[src/rtl/iram_load_ctrl.sv]
// iram_load_ctrl: loads the instruction RAM from a byte stream, zero-fills the rest, stalls the CPU meanwhile
module iram_load_ctrl #(
  parameter int AW = 7,
  parameter int DW = 16
) (
  input  logic          CLK,
  input  logic          RESET,
  input  logic          START,
  input  logic [7:0]    LEN,
  input  logic [7:0]    BYTE_DATA,
  input  logic          BYTE_VALID,
  output logic          BYTE_READY,
  input  logic          ABORT,
  input  logic [7:0]    CPU_ADDR,
  output logic [AW-1:0] MEM_ADDR,
  output logic          MEM_WE,
  output logic [DW-1:0] MEM_WDATA,
  output logic          CPU_HOLD,
  output logic          DONE,
  output logic          ERR,
  output logic [7:0]    WCOUNT
);
  localparam int BW = DW / 2;
  localparam logic [2:0] S_IDLE = 3'd0;
  localparam logic [2:0] S_HI   = 3'd1;
  localparam logic [2:0] S_LO   = 3'd2;
  localparam logic [2:0] S_WR   = 3'd3;
  localparam logic [2:0] S_FILL = 3'd4;
  localparam logic [2:0] S_FIN  = 3'd5;
  logic [2:0]    state_q, state_d;
  logic [AW-1:0] wptr_q, wptr_d;
  logic [7:0]    len_q, len_d;
  logic [7:0]    wcount_q, wcount_d;
  logic          err_q, err_d;
  logic [BW-1:0] hi_q, hi_d, lo_q, lo_d;
  logic          idle, len_ok, last, full, unused_addr_lsb;
  assign unused_addr_lsb = CPU_ADDR[0];
  assign idle   = state_q == S_IDLE;
  assign len_ok = LEN != 8'd0 && {1'b0, LEN} <= 9'(2 ** AW);
  assign last   = 8'(wptr_q) == len_q - 8'd1;
  assign full   = {1'b0, len_q} == 9'(2 ** AW);
  always_comb begin
    state_d  = state_q;
    wptr_d   = wptr_q;
    len_d    = len_q;
    wcount_d = wcount_q;
    err_d    = err_q;
    hi_d     = hi_q;
    lo_d     = lo_q;
    if (!idle && ABORT) begin
      state_d = S_IDLE;
      err_d   = 1'b1;
    end else begin
      case (state_q)
        S_IDLE: if (START) begin
          if (len_ok) begin
            len_d    = LEN;
            wptr_d   = '0;
            wcount_d = '0;
            err_d    = 1'b0;
            state_d  = S_HI;
          end else err_d = 1'b1;
        end
        S_HI: if (BYTE_VALID) begin
          hi_d    = BYTE_DATA;
          state_d = S_LO;
        end
        S_LO: if (BYTE_VALID) begin
          lo_d    = BYTE_DATA;
          state_d = S_WR;
        end
        S_WR: begin
          wcount_d = wcount_q + 8'd1;
          if (last && full) state_d = S_FIN;
          else begin
            wptr_d  = wptr_q + 1'b1;
            state_d = last ? S_FILL : S_HI;
          end
        end
        S_FILL: begin
          // wptr parks on the top word so FINISH still addresses it
          if (&wptr_q) state_d = S_FIN;
          else wptr_d = wptr_q + 1'b1;
        end
        default: state_d = S_IDLE;
      endcase
    end
  end
  always_ff @(posedge CLK or posedge RESET) begin
    if (RESET) begin
      state_q  <= S_IDLE;
      wptr_q   <= '0;
      len_q    <= '0;
      wcount_q <= '0;
      err_q    <= 1'b0;
      hi_q     <= '0;
      lo_q     <= '0;
    end else begin
      state_q  <= state_d;
      wptr_q   <= wptr_d;
      len_q    <= len_d;
      wcount_q <= wcount_d;
      err_q    <= err_d;
      hi_q     <= hi_d;
      lo_q     <= lo_d;
    end
  end
  assign BYTE_READY = state_q == S_HI || state_q == S_LO;
  assign MEM_WE     = (state_q == S_WR || state_q == S_FILL) && !ABORT;
  assign MEM_WDATA  = state_q == S_WR ? {hi_q, lo_q} : '0;
  assign MEM_ADDR   = idle ? CPU_ADDR[AW:1] : wptr_q;
  assign CPU_HOLD   = !idle;
  assign DONE       = state_q == S_FIN && !ABORT;
  assign ERR        = err_q;
  assign WCOUNT     = wcount_q;
endmodule

[config.mk]
export PLATFORM = sky130hd
export DESIGN_NAME = iram_load_ctrl
export DESIGN_NICKNAME = d
export VERILOG_FILES = /design/src/rtl/iram_load_ctrl.sv
export SDC_FILE = /design/constraint.sdc
export NUM_CORES = 1
export LEC_CHECK = 0
export ABC_AREA = 1
export BUFFER_PORTS_ARGS = -buffer_cell sky130_fd_sc_hd__buf_2
export CORE_MARGIN = 2
export CORE_UTILIZATION = 45
export CTS_CLUSTER_DIAMETER = 40
export DETAILED_ROUTE_END_ITERATION = 10
export GPL_ROUTABILITY_DRIVEN = 0
export HOLD_SLACK_MARGIN = 0.05
export PLACE_DENSITY = 0.69
export RECOVER_POWER = 25
export SLEW_MARGIN = 20
export SYNTH_ARGS = -nofsm -noshare
export SYNTH_HDL_FRONTEND = slang
export SYNTH_SLANG_ARGS = --single-unit
[constraint.sdc]
create_clock -name CLK -period 2.21 [get_ports CLK]
set_clock_uncertainty 0.05 [all_clocks]
set_input_delay 0.1105 -clock CLK [delete_from_list [all_inputs] [get_ports CLK]]
set_output_delay 0.1105 -clock CLK [all_outputs]
set_load 0.005 [all_outputs]
# == Word level (Yosys, flattened, before mapping) ==
# Index checks and enable logic that the tools add are counted.
# word_totals
reg_bits,43
inputBits,29
out_inout_bits,36
word_cells,74
# classes
n_addsub,3
magnitude_cmp,1
eq_ne,16
muxes,23
bitwise_logic,1
reduce_logical,23
# ops
op,n
7-bit 2-to-1 mux,5
3-bit 2-to-1 mux,8
7-bit one-hot mux with 3 select lines,1
16-bit 2-to-1 mux,1
8-bit 2-to-1 mux,2
8-bit one-hot mux with 2 select lines,1
3-bit one-hot mux with 5 select lines,1
3-bit != test (second input constant),3
8-bit by 1-bit adder with 8-bit output (second input constant),1
7-bit by 8-bit == test with 1-bit output,1
8-bit == test (second input constant),1
8-bit less-or-equal comparator (second input constant),1
4-bit AND reduction,2
8-bit nonzero test,1
8-bit by 1-bit subtractor with 8-bit output (second input constant),1
7-bit by 1-bit adder with 7-bit output (second input constant),1
7-bit AND reduction,1
3-bit by 2-bit == test with 1-bit output (second input constant),2
3-bit == test (second input constant),2
2-bit != test (second input constant),3
3-bit AND reduction,2
6-bit AND reduction,1
2-bit nonzero test,3
1-bit logical AND,5
other kinds (12),17

# == Logic depth before layout (Yosys ltp) ==
# Gate-level depths: netlist of run 1.
# logic_depth
word_depth,6
mapped_depth,13
mapped_depth_nobuf,13

# == Least setup slack after synthesis of run 1 ==
# OpenSTA, ideal clock, no wires.
# synth_timing
path_type,reg-to-reg
startpoint,register len_q[0]
endpoint,register wptr_q[0]
setup_time_ns,0.066
arrival_ns,1.555
t_required_ns,2.094
setup_slack_ns,0.539
path_stages_with_launch,13
n_path_buf,0
period_less_slack_ns,1.671
path_cell_list,dfrtp_1 > inv_1 > ha_1 > nand2_1 > nor2_1 > nand2_1 > nand2_1 > nand2_1 > nor2_2 > nand4_4 > nand2_4 > nand2_1 > nand2_1
# synth_between
elab_chain_cells,5
word_cells_on_any_way,6
classes_between,add/sub: 1; eq/ne: 3; reduce/logical: 2
# synth_rtl
element,line_no,text
"start, declared",32,"logic [7:0] len_q, len_d;"
"start signal, assigned",101,len_q <= len_d;
8-bit by 1-bit subtractor with 8-bit output,40,assign last = 8'(wptr_q) == len_q - 8'd1;
7-bit by 8-bit == test with 1-bit output,40,
1-bit logical AND (*),74,if (last && full) state_d = S_FIN;
2-bit != test (no source line) (*),--,
6-bit AND reduction (no source line) (*),--,
"end signal, assigned",100,wptr_q <= wptr_d;
"end, declared",31,"logic [AW-1:0] wptr_q, wptr_d;"
# Every way passes the cells marked *; elsewhere a longest branch is shown, timed or not.
# A chain may end at the register's enable or synchronous reset.

# == Worst setup path in the final report of run 1 ==
# layout_timing
startpoint,register len_q[0]
endpoint,register wptr_q[4]
# Same word-level chain as after synthesis.

==> results of run 1 <==
==> per-layer routing <==
metal / part of all wire (%) / global-route usage, %
met4: 1.2 / 6.10
met2: 50 / 36.1
met1: 44 / 24.2
met5: 0 / 0
met3: 4.2 / 3.08
==> state kept, by name, indices dropped and copies added (netlist names) <==
| register | count |
|---|---|
| ERR | 1 |
| state_q | 3 |
| lo_q | 8 |
| wptr_q | 7 |
| WCOUNT | 8 |
| hi_q | 8 |
| len_q | 8 |
==> worst max-delay path: stages (launching register included) <==
cell     delay (ps)
dfrtp_1         410
inv_1           180
ha_1            220
nand2_1          90
nor2_1          140
nand2_1          70
nand2_1          60
nand2_1          60
nor2_2          160
nand4_4         180
nand2_4         160
nand2_1          60
nand2_1          60
==> power breakdown <==
| group | switching (mW) | total (mW) | internal (mW) |
|---|---|---|---|
| logic | 0.821 | 1.36 | 0.538 |
| clock network | 0.263 | 0.473 | 0.210 |
| registers | 0.226 | 1.26 | 1.03 |
| total | 1.31 | 3.09 | 1.78 |
==> cells in the final DEF, fill, tap and decap left out, drive strengths merged, types with 4 or more instances in the layout <==
cell type / n
nand2: 107
nand3: 32
dlygate4sd3: 17
a21oi: 7
nor2: 54
dfrtp: 43
xor2: 8
inv: 57
nor3: 4
o21ai: 28
nand4: 6
mux2: 4
clkbuf: 6
ha: 4
buf: 66
xnor2: 6
==> metrics by stage <==
step | utilization (%) | hold WS (ps) | instances | area, um2
5_1_grt | 57.2 | 66.3 | 531 | 3340
2_1_floorplan | - | 158 | 375 | 2710
3_3_place_gp | 53.0 | 236 | 508 | 3100
6_report | 57.2 | 62.2 | 531 | 3340
3_5_place_dp | 53.0 | 238 | 508 | 3100
4_1_cts | 57.2 | 53.7 | 531 | 3350
==> logic make-up after synthesis <==
family,Yosys count,share of synthesized area [%]
compound gates,36,7.31
xor+xnor,14,4.53
fa+ha+maj,4,1.85
buf+inv,67,9.71
flops,43,39.8
mux,4,1.66
simple gates,207,35.2
==> worst max path at each step <==
stage,from,end,depth (start not counted)
2_1_floorplan,len_q[0]$_DFFE_PP0P_,wptr_q[0]$_DFFE_PP0P_,12
3_3_place_gp,len_q[0]$_DFFE_PP0P_,wptr_q[5]$_DFFE_PP0P_,12
3_5_place_dp,len_q[0]$_DFFE_PP0P_,wptr_q[2]$_DFFE_PP0P_,12
4_1_cts,len_q[0]$_DFFE_PP0P_,wptr_q[2]$_DFFE_PP0P_,12
5_1_grt,len_q[0]$_DFFE_PP0P_,wptr_q[2]$_DFFE_PP0P_,12
6_report,len_q[0]$_DFFE_PP0P_,wptr_q[4]$_DFFE_PP0P_,12
==> cell type report <==
cell class | instances | area (um2)
Fill cell | 542 | 2510
Tap cell | 75 | 93.8
Sequential cell | 43 | 1080
Clock buffer | 5 | 68.8
Clock inverter | 1 | 7.51
Inverter | 58 | 218
Multi-Input combinational cell | 265 | 1370
Timing Repair Buffer | 84 | 513
==> timing repair <==
item | 4_1_cts | 5_1_grt
hold buffers | 17 | 0
hold endpoints to repair | 67 | 0
resized for setup | 0 | 0
buffers inserted | 0 | 0
==> flow_summary_export.csv, run 1 <==
group,metric,value,unit
run_status,outcome,"complete, no violations",
yosys,synth_fp_nets,408,
detailed_routing,drt_iter0_drc,120,
yosys,yosys_warnings,0,
worst_setup_path,ff2ff_setup_slack,250,ps
floorplanning,fp.dieH,81.6,um
place,dp_slack,288,ps
global_routing,grt_max_degree,44,
detailed_routing,drt_wl_total,6.03,mm
sta,slew_violations,0,
worst_setup_path,worst_setup_path_start_kind,"flip-flop",
clock_tree,cts.sinks,43,
yosys,synthTopCellsByCount,"nand2_1 (103), inv_1 (54), nor2_1 (46)",
yosys,synth_edf_count,0,
worst_setup_path,reg2reg_from,"len_q[0]$_DFFE_PP0P_",
floorplanning,num_rows,28,
floorplanning,die-area,6650,um2
sta,fin_crit_sh,88.7,%
global_routing,grt_overflow,0,
floorplanning,ios,65,
yosys,ys_seq_area_share,39.8,%
sta,slew_headroom,28.0,%
yosys,synth.area.top_cells,"dfrtp_1 (40%), nand2_1 (14%), inv_1 (7.5%)",
clock_tree,clock_path_buffers,2,
floorplanning,die_width,81.6,um
sta,layout_min_cycle_time,1960,ps
run,max_cap_viol_count,0,
yosys,synth_top_area_share,39.8,%
sta,tightest_slew,1080,ps
global_routing,grt_use_total,19.9,%
global_routing,grt_pass1_wl,10.4,mm
yosys,synth_area_per_cell,7.22,um2
clock_tree,root_buffer,"clkbuf_8",
yosys,synth_seq_cells,43,
detailed_routing,first_pass_iters,4,
worst_setup_path,regToRegEndpoint,"wptr_q[4]$_DFFE_PP0P_",
global_routing,antenna_found_initial,0,
power_and_ir_drop,power,3.09,mW
worst_hold_path,worstHoldStart,"LEN[7]",
worst_setup_path,crit_required,2390,ps
floorplanning,initial_core_util,46.3,%
detailed_routing,routedWlPerCell,11.4,um
yosys,synthCells,375,
clock_tree,cts_tree,"done",
clock_tree,cts_buffers,5,
sta,fin_ws,249,ps
worst_setup_path,crit_type,"reg -> reg",
worst_hold_path,hold_class,"in -> reg",
floorplanning,core,5850,um2
sta,fmax,510,MHz
worst_setup_path,end_kind,"flip-flop",
yosys,synth_ff_type,"dfrtp_1",
worst_setup_path,reg2reg_depth,12,
finish,drive_above_1_share,21.3,%
power_and_ir_drop,leakagePower,1.81,nW
clock_tree,htree_levels,2,
yosys,ys_types,33,
worst_hold_path,whs_path_depth,3,
detailed_routing,final_antenna_net_count,0,
finish,diodes,0,
finish,syn_to_final_growth,23.6,%
power_and_ir_drop,ir_drop,0.000449,V
power_and_ir_drop,p_per_area,924,nW/um2
detailed_routing,vias_per_cell,4.73,
clock_tree,path_clk_slew,80,ps
finish,finalNetCount,490,
clock_tree,clock_latency,300,ps
place,io_buffers,63,
worst_hold_path,hold_end,"len_q[7]$_DFFE_PP0P_",
sta,rsz0062_at_grt,"false",
sta,setup_viol,0,
worst_setup_path,arrival,2140,ps
sta,tns,0,ps
yosys,async_reset_ff_share,100,%
sta,hold_viol_final,0,
yosys,netlist_area,2710,um2
worst_setup_path,crit_fanout,8,
yosys,yosysTopAreaCell,"dfrtp_1",
detailed_routing,drc_errors,0,
global_routing,grt_pass1_vias,2381,
detailed_routing,vias,2509,
yosys,synth.most_common_cell,"nand2_1",
place,dp_hpwl,4.47,mm
(Power assumes the default switching activity.)
==> run 2: changes to the inputs <==
--- a/config.mk
+++ b/config.mk
@@ -6,14 +6,16 @@
 export NUM_CORES = 1
 export LEC_CHECK = 0
 export ABC_AREA = 1
-export BUFFER_PORTS_ARGS = -buffer_cell sky130_fd_sc_hd__buf_2
+export BUFFER_PORTS_ARGS = -buffer_cell sky130_fd_sc_hd__clkbuf_2
+export CELL_PAD_IN_SITES_DETAIL_PLACEMENT = 0
+export CELL_PAD_IN_SITES_GLOBAL_PLACEMENT = 1
 export CORE_MARGIN = 2
-export CORE_UTILIZATION = 45
+export CORE_UTILIZATION = 38
 export CTS_CLUSTER_DIAMETER = 40
 export DETAILED_ROUTE_END_ITERATION = 10
 export GPL_ROUTABILITY_DRIVEN = 0
 export HOLD_SLACK_MARGIN = 0.05
-export PLACE_DENSITY = 0.69
+export PLACE_DENSITY_LB_ADDON = 0.1
 export RECOVER_POWER = 25
 export SLEW_MARGIN = 20
 export SYNTH_ARGS = -nofsm -noshare
==> run 2 against run 1 <==
- clock power up 33%
- global-route usage fell by 2.4 points
- flip-flop and latch count is the same
- power is 5.6% higher
- fmax rose by 1.7%
- critical path depth unchanged
- count of clock-buffer cells in the layout did not move
- sequential power hardly changed
- core utilization decreased by 7.0 points
- cell area is 2.4% higher
- largest cell class unchanged
- highest routed layer unchanged
==> flow_summary_export.csv, run 2 (same netlist as run 1, synthesis figures left out) <==
group,metric,value,unit
finish,diodes,0,
floorplanning,die_width,88.4,um
sta,fin_ws,282,ps
worst_setup_path,crit_type,"reg -> reg",
floorplanning,initial_core_util,39.6,%
clock_tree,clock_latency,300,ps
floorplanning,core,6830,um2
detailed_routing,vias_per_cell,4.55,
global_routing,grt_max_degree,44,
sta,slew_headroom,25.3,%
clock_tree,root_buffer,"clkbuf_8",
place,place_area,3140,um2
sta,tightest_slew,1120,ps
clock_tree,cts_tree,"done",
run_status,outcome,"complete, no violations",
power_and_ir_drop,ir_drop,0.000428,V
floorplanning,fp.dieH,88.4,um
floorplanning,num_rows,30,
worst_setup_path,reg2reg_depth,12,
clock_tree,clock_path_buffers,2,
clock_tree,path_clk_slew,90,ps
finish,layout_commonest_cell,"nand2_1",
worst_setup_path,end_kind,"flip-flop",
detailed_routing,drt_wl_total,6.46,mm
global_routing,grt_use_total,17.6,%
detailed_routing,final_antenna_net_count,0,
worst_setup_path,arrival,2110,ps
sta,layout_min_cycle_time,1930,ps
place,dp_hpwl,4.83,mm
sta,fin_crit_sh,87.2,%
power_and_ir_drop,power,3.26,mW
finish,drive_above_1_share,21.0,%
finish,finalNetCount,493,
power_and_ir_drop,p_per_area,953,nW/um2
detailed_routing,routedWlPerCell,11.6,um
finish,mostFrequentLayoutCells,"nand2_1 (103), clkbuf_2 (59), inv_1 (53)",
worst_setup_path,regToRegEndpoint,"wptr_q[5]$_DFFE_PP0P_",
worst_setup_path,reg2reg_from,"len_q[0]$_DFFE_PP0P_",
worst_setup_path,crit_fanout,8,
detailed_routing,drc_errors,0,
clock_tree,cts_buffers,5,
worst_hold_path,whs_path_depth,3,
finish,syn_to_final_growth,26.6,%
floorplanning,die-area,7810,um2
place,io_buffers,63,
worst_hold_path,hold_class,"in -> reg",
finish,fin_cells,557,
sta,rsz0062_at_grt,"false",
run,max_cap_viol_count,0,
place,dp_slack,243,ps
global_routing,antenna_found_initial,0,
detailed_routing,wl_met1,3.07,mm
global_routing,grt_pass1_wl,10.8,mm
detailed_routing,dr_wl_met3,308,um
detailed_routing,topRoutingLayerUsed,"met4",
sta,hold_slack,157,ps
floorplanning,ios,65,
detailed_routing,vias,2535,
clock_tree,cts.sinks,43,
sta,tns,0,ps
sta,slew_violations,0,
clock_tree,htree_levels,2,
global_routing,grt_overflow,0,
detailed_routing,first_pass_iters,4,
finish,fin_area,3430,um2
worst_setup_path,crit_required,2400,ps
finish,fillCellCount,738,
worst_setup_path,ff2ff_setup_slack,280,ps
power_and_ir_drop,leakagePower,1.81,nW
sta,setup_viol,0,
sta,hold_viol_final,0,
worst_setup_path,worstSetupEndpoint,"wptr_q[5]$_DFFE_PP0P_",
place,placedCellCount,531,
finish,fin_util,50.1,%
sta,fmax,519,MHz
worst_setup_path,crit_start,"len_q[0]$_DFFE_PP0P_",
detailed_routing,met2_length,3.04,mm
global_routing,grt_pass1_vias,2372,
clock_tree,postCtsSetupRepairBufs,0,
detailed_routing,drt_iter0_drc,112,
worst_setup_path,worst_setup_path_start_kind,"flip-flop",
[run 2: changes by cell type in the layout (fill, tap and decap cells not counted), sizes merged]
cell,delta
clkbuf,+63
dlygate4sd3,+1
clkinvlp,-1
clkinv,+2
buf,-61
bufinv,+1
[run 2: report_power, final]
| group | switching (mW) | internal (mW) | total (mW) |
|---|---|---|---|
| logic | 0.836 | 0.546 | 1.38 |
| clock network | 0.290 | 0.337 | 0.627 |
| registers | 0.222 | 1.03 | 1.26 |
[run 2: cell type report]
cell class | instances | area (um2) | area share [%]
inverters | 58 | 218 | 6.36
clock inverters | 3 | 43.8 | 1.28
well taps | 96 | 120 | 3.51
clock buffers | 5 | 68.8 | 2.01
multi-input cells | 265 | 1370 | 39.9
flip-flops and latches | 43 | 1080 | 31.4
repair buffers | 87 | 532 | 15.5
[run 2: routing by layer]
metal	up-vias	track usage [%]
met1	1141	23.4
met3	6	3.73
li1	1330	-
met4	0	3.44
met2	58	29.7
met5	-	0
[run 2: critical path, cell delays in order, from the launching register on]
cell     delay, ps
dfrtp_1        410
inv_2          110
ha_1           220
nand2_1        110
nor2_1         140
nand2_1         70
nand2_1         60
nand2_1         60
nor2_2         160
nand4_4        180
nand2_4        170
nand2_1         60
nand2_1         60
[run 2: how the worst min path moves through the flow]
stage | from | endpoint
final | ABORT | ERR$_DFFE_PP0P_
after global routing | ABORT | ERR$_DFFE_PP0P_
after CTS | ABORT | ERR$_DFFE_PP0P_
after detailed placement | RESET | WCOUNT[5]$_DFFE_PP0P_
after global placement | RESET | WCOUNT[5]$_DFFE_PP0P_
after floorplan | BYTE_VALID | state_q[1]$_DFFE_PP0P_
[run 2: timing repair]
action | in CTS | in global routing
endpoints found under the hold margin | 68 | 0
endpoints found under the setup margin | 0 | 7
gates resized for setup | 0 | 1
hold buffers | 18 | 0
